[config.mk]
export PLATFORM = sky130hd
export DESIGN_NAME = mat_operand_seq
export DESIGN_NICKNAME = d
export VERILOG_FILES = /design/src/rtl/mat_pkg.sv /design/src/rtl/skid_fifo2.sv /design/src/rtl/mat_operand_seq.sv
export SDC_FILE = /design/constraint.sdc
export NUM_CORES = 1
export LEC_CHECK = 0
export ABC_AREA = 1
export BUFFER_PORTS_ARGS = -buffer_cell sky130_fd_sc_hd__buf_2
export CAP_MARGIN = 5
export CORE_MARGIN = 2
export CORE_UTILIZATION = 45
export DETAILED_ROUTE_END_ITERATION = 10
export GPL_TIMING_DRIVEN = 0
export PLACE_DENSITY = 0.73
export SLEW_MARGIN = 20
export SYNTH_ARGS = -nofsm -noshare
export SYNTH_HDL_FRONTEND = slang
export SYNTH_SLANG_ARGS = --single-unit
[constraint.sdc]
create_clock -name clk -period 18.1 [get_ports clk]
set_input_delay 3.62 -clock clk [delete_from_list [all_inputs] [get_ports clk]]
set_output_delay 3.62 -clock clk [all_outputs]
set_load 0.005 [all_outputs]
[src/rtl/mat_pkg.sv]
// Shared definitions for the matrix operand sequencer and the MAC engine decode.
package mat_pkg;

  localparam logic [1:0] MAT_OP_START = 2'd0;
  localparam logic [1:0] MAT_OP_NEXT  = 2'd1;

  localparam int unsigned MAT_DIM_W = 8;

  // Result count for an M x N job.
  typedef logic [2*MAT_DIM_W-1:0] mat_cnt_t;

  typedef enum logic [1:0] {
    StIdle,
    StRun,
    StDrain,
    StFin
  } mat_state_e;

endpackage

[src/rtl/skid_fifo2.sv]
// Two-entry FIFO carrying {op, a, b}; the head is always presented combinationally.
module skid_fifo2
  import mat_pkg::*;
#(
  parameter int unsigned DW = 32
) (
  input  logic          clk,
  input  logic          areset,
  input  logic          push,
  input  logic [1:0]    push_op,
  input  logic [DW-1:0] push_a,
  input  logic [DW-1:0] push_b,
  input  logic          pop,
  output logic [1:0]    head_op,
  output logic [DW-1:0] head_a,
  output logic [DW-1:0] head_b,
  output logic [1:0]    count
);

  logic [1:0]    op_q [2];
  logic [DW-1:0] a_q  [2];
  logic [DW-1:0] b_q  [2];
  logic          wr_ptr_q;
  logic          rd_ptr_q;
  logic [1:0]    count_q;
  logic          do_push;
  logic          do_pop;

  assign do_pop  = pop && (count_q != 2'd0);
  // A push into a full buffer is accepted only when the head leaves in the same cycle.
  assign do_push = push && ((count_q != 2'd2) || do_pop);

  always_ff @(posedge clk or posedge areset) begin
    if (areset) begin
      op_q[0]  <= MAT_OP_START;
      op_q[1]  <= MAT_OP_START;
      a_q[0]   <= '0;
      a_q[1]   <= '0;
      b_q[0]   <= '0;
      b_q[1]   <= '0;
      wr_ptr_q <= 1'b0;
      rd_ptr_q <= 1'b0;
      count_q  <= 2'd0;
    end else begin
      if (do_push) begin
        op_q[wr_ptr_q] <= push_op;
        a_q[wr_ptr_q]  <= push_a;
        b_q[wr_ptr_q]  <= push_b;
        wr_ptr_q       <= ~wr_ptr_q;
      end
      if (do_pop) begin
        rd_ptr_q <= ~rd_ptr_q;
      end
      count_q <= count_q + {1'b0, do_push} - {1'b0, do_pop};
    end
  end

  assign head_op = op_q[rd_ptr_q];
  assign head_a  = a_q[rd_ptr_q];
  assign head_b  = b_q[rd_ptr_q];
  assign count   = count_q;

endmodule

[src/rtl/mat_operand_seq.sv]
// Walks row-major A (MxK) and B (KxN) and streams operand pairs to the MAC engine
// as START/NEXT dot-product commands, then waits for all MxN results.
module mat_operand_seq
  import mat_pkg::*;
#(
  parameter int unsigned DW    = 32,
  parameter int unsigned AW    = 10,
  parameter int unsigned DIM_W = MAT_DIM_W
) (
  input  logic             clk,
  input  logic             areset,
  input  logic             cfg_start,
  input  logic [DIM_W-1:0] cfg_m,
  input  logic [DIM_W-1:0] cfg_k,
  input  logic [DIM_W-1:0] cfg_n,
  output logic             a_rd,
  output logic [AW-1:0]    a_addr,
  input  logic [DW-1:0]    a_data,
  output logic             b_rd,
  output logic [AW-1:0]    b_addr,
  input  logic [DW-1:0]    b_data,
  output logic             mac_start,
  output logic [1:0]       mac_op,
  output logic [DW-1:0]    mac_a,
  output logic [DW-1:0]    mac_b,
  input  logic             mac_ready,
  input  logic             res_valid,
  output logic             busy,
  output logic             done,
  output logic             err
);

  localparam int unsigned CW = 2 * DIM_W;

  mat_state_e       state_q;
  logic [DIM_W-1:0] m_q, k_q, n_q;
  logic [DIM_W-1:0] i_q, j_q, kk_q;
  logic [AW-1:0]    a_addr_q, b_addr_q, row_base_q;
  logic [CW-1:0]    res_cnt_q, res_cnt_nxt, total_q;
  logic             inflight_q;
  logic [1:0]       inflight_op_q;
  logic             busy_q, done_q, err_q;

  logic [1:0]       fifo_cnt;
  logic [1:0]       head_op;
  logic [DW-1:0]    head_a, head_b;
  logic             pop, issue, counting;
  logic [2:0]       occ;
  logic             i_last, j_last, k_last, dims_ok;

  assign mac_start = (fifo_cnt != 2'd0);
  assign pop       = mac_start && mac_ready;
  // Occupancy after this cycle's pop plus the read whose data is on the bus now.
  assign occ       = {1'b0, fifo_cnt} + {2'b0, inflight_q} - {2'b0, pop};
  assign issue     = (state_q == StRun) && (occ < 3'd2);

  assign i_last  = (i_q == m_q - DIM_W'(1));
  assign j_last  = (j_q == n_q - DIM_W'(1));
  assign k_last  = (kk_q == k_q - DIM_W'(1));
  assign dims_ok = (cfg_m != '0) && (cfg_k != '0) && (cfg_n != '0);

  assign counting    = res_valid && ((state_q == StRun) || (state_q == StDrain));
  assign res_cnt_nxt = res_cnt_q + CW'(counting);

  skid_fifo2 #(
    .DW(DW)
  ) u_skid (
    .clk     (clk),
    .areset  (areset),
    .push    (inflight_q),
    .push_op (inflight_op_q),
    .push_a  (a_data),
    .push_b  (b_data),
    .pop     (pop),
    .head_op (head_op),
    .head_a  (head_a),
    .head_b  (head_b),
    .count   (fifo_cnt)
  );

  always_ff @(posedge clk or posedge areset) begin
    if (areset) begin
      state_q       <= StIdle;
      m_q           <= '0;
      k_q           <= '0;
      n_q           <= '0;
      i_q           <= '0;
      j_q           <= '0;
      kk_q          <= '0;
      a_addr_q      <= '0;
      b_addr_q      <= '0;
      row_base_q    <= '0;
      res_cnt_q     <= '0;
      total_q       <= '0;
      inflight_q    <= 1'b0;
      inflight_op_q <= MAT_OP_START;
      busy_q        <= 1'b0;
      done_q        <= 1'b0;
      err_q         <= 1'b0;
    end else begin
      done_q     <= 1'b0;
      err_q      <= 1'b0;
      inflight_q <= issue;
      res_cnt_q  <= res_cnt_nxt;
      if (issue) begin
        inflight_op_q <= (kk_q == '0) ? MAT_OP_START : MAT_OP_NEXT;
      end
      unique case (state_q)
        StIdle: begin
          if (cfg_start) begin
            if (dims_ok) begin
              m_q        <= cfg_m;
              k_q        <= cfg_k;
              n_q        <= cfg_n;
              i_q        <= '0;
              j_q        <= '0;
              kk_q       <= '0;
              a_addr_q   <= '0;
              b_addr_q   <= '0;
              row_base_q <= '0;
              res_cnt_q  <= '0;
              total_q    <= CW'(cfg_m) * CW'(cfg_n);
              busy_q     <= 1'b1;
              state_q    <= StRun;
            end else begin
              err_q  <= 1'b1;
              done_q <= 1'b1;
            end
          end
        end
        StRun: begin
          if (issue) begin
            if (k_last) begin
              kk_q <= '0;
              if (j_last) begin
                j_q        <= '0;
                i_q        <= i_q + DIM_W'(1);
                row_base_q <= row_base_q + AW'(k_q);
                a_addr_q   <= row_base_q + AW'(k_q);
                b_addr_q   <= '0;
              end else begin
                j_q      <= j_q + DIM_W'(1);
                a_addr_q <= row_base_q;
                b_addr_q <= AW'(j_q) + AW'(1);
              end
            end else begin
              kk_q     <= kk_q + DIM_W'(1);
              a_addr_q <= a_addr_q + AW'(1);
              b_addr_q <= b_addr_q + AW'(n_q);
            end
            if (i_last && j_last && k_last) begin
              state_q <= StDrain;
            end
          end
        end
        StDrain: begin
          if ((fifo_cnt == 2'd0) && !inflight_q && (res_cnt_nxt == total_q)) begin
            state_q <= StFin;
            done_q  <= 1'b1;
            busy_q  <= 1'b0;
          end
        end
        StFin: begin
          state_q <= StIdle;
        end
        default: begin
          state_q <= StIdle;
        end
      endcase
    end
  end

  assign a_rd   = issue;
  assign b_rd   = issue;
  assign a_addr = a_addr_q;
  assign b_addr = b_addr_q;
  assign mac_op = mac_start ? head_op : MAT_OP_START;
  assign mac_a  = mac_start ? head_a : '0;
  assign mac_b  = mac_start ? head_b : '0;
  assign busy   = busy_q;
  assign done   = done_q;
  assign err    = err_q;

endmodule

==> metrics.txt <==
# TYPE chip_impl_metric gauge
chip_impl_info{name="status",value="finished clean"} 1
chip_impl_metric{name="wl_per_cell",unit="um"} 15.3
chip_impl_metric{name="ff2ff_path_depth",unit=""} 14
chip_impl_metric{name="path_buf_inv",unit=""} 5
chip_impl_info{name="timing.critical_path.max_delay_family",value="simple AND/OR/NAND/NOR gates"} 1
chip_impl_metric{name="ys_warn_count",unit=""} 0
chip_impl_metric{name="clock-skew-final",unit="ps"} 22.0
chip_impl_metric{name="detail_route.drc_violations",unit=""} 0
chip_impl_metric{name="fp.dieH",unit="um"} 191
chip_impl_metric{name="number_of_antenna_violations_at_the_first_check_in_global_routing",unit=""} 0
chip_impl_metric{name="critical_path.max_fanout",unit=""} 5
chip_impl_metric{name="max_clock_freq",unit="MHz"} 107
chip_impl_metric{name="rrSetupSlack",unit="ps"} 14230
chip_impl_info{name="min_path_type",value="reg -> reg"} 1
chip_impl_metric{name="maxCapViolCount",unit=""} 0
chip_impl_metric{name="detail_route.wirelength",unit="mm"} 42.3
chip_impl_metric{name="required",unit="ps"} 14480
chip_impl_info{name="critical_r2r_launch",value="u_skid.count[1]$_DFF_PP0_"} 1
chip_impl_metric{name="setup_viol",unit=""} 0
chip_impl_metric{name="grt_start_max_net_pins",unit=""} 106
chip_impl_metric{name="post_cts_setup_repair_buffer_count",unit=""} 0
chip_impl_metric{name="clock_tree.htree_level_count",unit=""} 1
chip_impl_metric{name="initial_utilization",unit="%"} 45.7
chip_impl_metric{name="delay_contributed_by_the_slowest_stage_of_the_critical_path",unit="ps"} 430
chip_impl_info{name="ys.flop_type",value="dfrtp_1"} 1
chip_impl_metric{name="worst_pin_slew",unit="ps"} 655
chip_impl_metric{name="synthDistinctLibCells",unit=""} 46
chip_impl_metric{name="viasPerCell",unit=""} 5.21
chip_impl_metric{name="nFillCells",unit=""} 3327
chip_impl_metric{name="num_rows",unit=""} 68
chip_impl_metric{name="clk-insertion-delay-late",unit="ps"} 550
chip_impl_metric{name="synthesized_netlist_net_count",unit=""} 2294
chip_impl_metric{name="worst_slack",unit="ps"} 8740
chip_impl_metric{name="dpl_worst_slack",unit="ps"} 8720
chip_impl_info{name="dominant_cell_by_count_in_the_synthesized_netlist",value="nand2_1"} 1
chip_impl_metric{name="fraction_of_final_layout_cells_with_drive_strength_greater_than_1",unit="%"} 11.7
chip_impl_metric{name="globalRouteOverflowTotal",unit=""} 0
chip_impl_metric{name="synthToLayoutAreaGrowth",unit="%"} 15.4
chip_impl_metric{name="cts_num_sinks",unit=""} 251
chip_impl_metric{name="grt_first_pass_wirelength",unit="mm"} 69.4
chip_impl_metric{name="cp_num_cells",unit=""} 11
chip_impl_metric{name="cp.arrival",unit="ps"} 5740
chip_impl_metric{name="dp.final_hpwl",unit="mm"} 31.8
chip_impl_metric{name="placement.io_buffers",unit=""} 167
chip_impl_metric{name="postRouteAntennaNets",unit=""} 0
chip_impl_metric{name="setup-tns-final",unit="ps"} 0
chip_impl_metric{name="p_leak",unit="nW"} 9.74
chip_impl_metric{name="timing.final.crit_period",unit="ps"} 9360
chip_impl_metric{name="global_route.usage.total",unit="%"} 23.4
chip_impl_metric{name="ys_async_sr_fraction",unit="%"} 100
chip_impl_metric{name="total_iterations_of_the_first_detailed_routing_run",unit=""} 5
chip_impl_metric{name="clkTransAtPathRegs",unit="ps"} 60
chip_impl_metric{name="floorplan.io_pins",unit=""} 185
chip_impl_metric{name="slew_headroom",unit="%"} 56.4
chip_impl_metric{name="syn-cell-area",unit="um^2"} 15700
chip_impl_info{name="crit_slowest_cell",value="fa_1"} 1
chip_impl_info{name="cts_root_buffer",value="clkbuf_16"} 1
chip_impl_metric{name="cts_max_path_buffers",unit=""} 3
chip_impl_metric{name="post_synth_inst_count",unit=""} 2093
chip_impl_metric{name="core_area",unit="um^2"} 34500
chip_impl_info{name="worstHoldStart",value="u_skid.a_q[16]$_DFFE_PP0P_"} 1
chip_impl_metric{name="number_of_buffers_inserted_during_clock_tree_synthesis",unit=""} 28
chip_impl_metric{name="floorplan.die_area",unit="um^2"} 36500
chip_impl_metric{name="vdd_ir_drop_max",unit="mV"} 0.0848
chip_impl_metric{name="gp_congestion",unit=""} 0.893
chip_impl_metric{name="postSynthAreaPerCell",unit="um^2"} 7.52
chip_impl_metric{name="design.final.nets",unit=""} 2493
chip_impl_metric{name="postSynthRegisterBits",unit=""} 251
chip_impl_info{name="synth_commonest_cells",value="nand2_1 (638), inv_1 (317), dfrtp_1 (251)"} 1
chip_impl_info{name="end_kind",value="output pin"} 1
chip_impl_metric{name="p_per_area",unit="nW/um^2"} 153
chip_impl_info{name="synth.top_cells.by_area",value="dfrtp_1 (40%), nand2_1 (15%), inv_1 (7.6%), o21ai_0 (6.5%), ha_1 (5.5%)"} 1
chip_impl_metric{name="grt_pass1_vias",unit=""} 13900
chip_impl_metric{name="synth_largest_type_area_fraction",unit="%"} 39.9
chip_impl_info{name="grt_setup_unrepaired",value="false"} 1
chip_impl_info{name="cell_chain_of_the_critical_path",value="buf_2 > inv_1 > nor2_1 > ha_1 > nor2_1 > fa_1 > nor3b_1 > nand2_1 > inv_1 > buf_4 > buf_2"} 1
chip_impl_metric{name="synth_seq_area_share",unit="%"} 39.9
chip_impl_metric{name="die-width",unit="um"} 191
chip_impl_metric{name="timing.hold.worst_path_depth",unit=""} 2
chip_impl_metric{name="ctsResizeCount",unit=""} 0
chip_impl_info{name="start_kind",value="input pin"} 1
chip_impl_metric{name="synth_edf_count",unit=""} 0
chip_impl_metric{name="hold_viol_final",unit=""} 0
chip_impl_metric{name="final_min_period_over_clock_period",unit="%"} 51.7
chip_impl_metric{name="detailedRoute.firstIterationViolations",unit=""} 915
chip_impl_info{name="whs_endpoint",value="u_skid.a_q[16]$_DFFE_PP0P_"} 1
chip_impl_info{name="netlist.top_cell.by_area",value="dfrtp_1"} 1
chip_impl_metric{name="ctsHoldBuffers",unit=""} 0
chip_impl_metric{name="timing.final.max_slew_violations",unit=""} 0
chip_impl_metric{name="antenna-diode-count",unit=""} 0
chip_impl_metric{name="via_count",unit=""} 14400
chip_impl_info{name="tritoncts_clock_tree",value="done"} 1
chip_impl_info{name="r2r-end",value="a_addr[4]$_DFFE_PP0P_"} 1
chip_impl_info{name="criticalPathCategory",value="in -> out"} 1
## cell type report
| type | instances | area (um^2) | share of cell area (%) |
|---|---|---|---|
| Sequential cell | 251 | 6280 | 34.6 |
| Buffer | 87 | 368 | 2.03 |
| Clock inverter | 8 | 148 | 0.813 |
| Tap cell | 455 | 569 | 3.14 |
| Clock buffer | 39 | 803 | 4.42 |
| Inverter | 320 | 1210 | 6.67 |
| Timing Repair Buffer | 169 | 891 | 4.91 |
| Multi-Input combinational cell | 1435 | 7890 | 43.4 |
## cell usage in the layout (no fill, tap or decap), types with 3 or more instances in the layout
cell type / synthesis / final
xor2_1: 51 / 51
o21ai_0: 204 / 204
ha_1: 69 / 69
nor3_1: 12 / 12
nor2_1: 85 / 85
nand2_1: 638 / 638
bufinv_16: 0 / 4
o211ai_1: 16 / 16
o21bai_1: 4 / 4
clkbuf_1: 62 / 68
or2_2: 12 / 12
a21oi_1: 105 / 105
buf_2: 21 / 188
nand2_2: 3 / 3
fa_1: 39 / 39
a31oi_1: 3 / 3
xnor2_1: 16 / 16
nand2_4: 3 / 3
nor3b_1: 3 / 3
nand3_1: 107 / 107
o21ai_1: 4 / 4
inv_1: 317 / 316
nand4_1: 26 / 26
nor4_1: 7 / 7
clkbuf_16: 0 / 29
o21ai_2: 7 / 7
dfrtp_1: 251 / 251
clkbuf_8: 0 / 4
## sequential cells by signal, summed over array words and instances, names as in the netlist, 10 cells and up
register and flops:
total_q 16, b_addr 10, u_skid.b_q 64, a_addr 10, u_skid.a_q 64, row_base_q 10, res_cnt_q 16
## metrics by stage
stage	utilization, %	hold WS [ps]	cells	power [mW]	instance area, um^2
3_5_place_dp	49.9	473	2717	2.17	17200
3_3_place_gp	49.7	466	2715	2.14	17100
5_1_grt	52.7	503	2764	3.01	18200
6_report	52.7	484	2764	2.77	18200
2_1_floorplan	-	453	2093	1.75	15700
4_1_cts	52.7	487	2764	2.78	18200
## logic make-up after synthesis
group / after synthesis / share of synthesized area, %
DFF: 251 / 39.9
adders and majority gates: 108 / 10.4
and+or+nand+nor: 906 / 24.0
AOI/OAI and AO/OA: 352 / 11.8
other: 1 / 0.0238
buffers and inverters: 407 / 9.99
xor gates and xnor gates: 68 / 3.83
## tightest hold or removal path: stages (launching register included)
cell and delay, ps:
dfrtp_1 340, nand2_1 50, o21ai_0 60
## where the power goes
part	internal, mW	switching [mW]
clock	0.364	0.229
combinational	0.459	0.825
sequential	0.754	0.139
## worst max-delay path by stage
stage / start / end / slack, ps
2_1_floorplan: areset / a_addr[0]$_DFFE_PP0P_ / 7580
3_3_place_gp: areset / u_skid.b_q[15]$_DFFE_PP0P_ / 4810
3_5_place_dp: mac_ready / b_rd / 8720
4_1_cts: mac_ready / b_rd / 8710
5_1_grt: mac_ready / b_rd / 8520
6_report: mac_ready / b_rd / 8740
## per-layer routing
| layer | GRT usage [%] | routed length, um |
|---|---|---|
| met1 | 31.9 | 18900 |
| met3 | 3.54 | 2890 |
| met2 | 38.5 | 19600 |
| met4 | 6.89 | 974 |
| met5 | 0 | 0 |
Power figures use the tool's default switching activity.
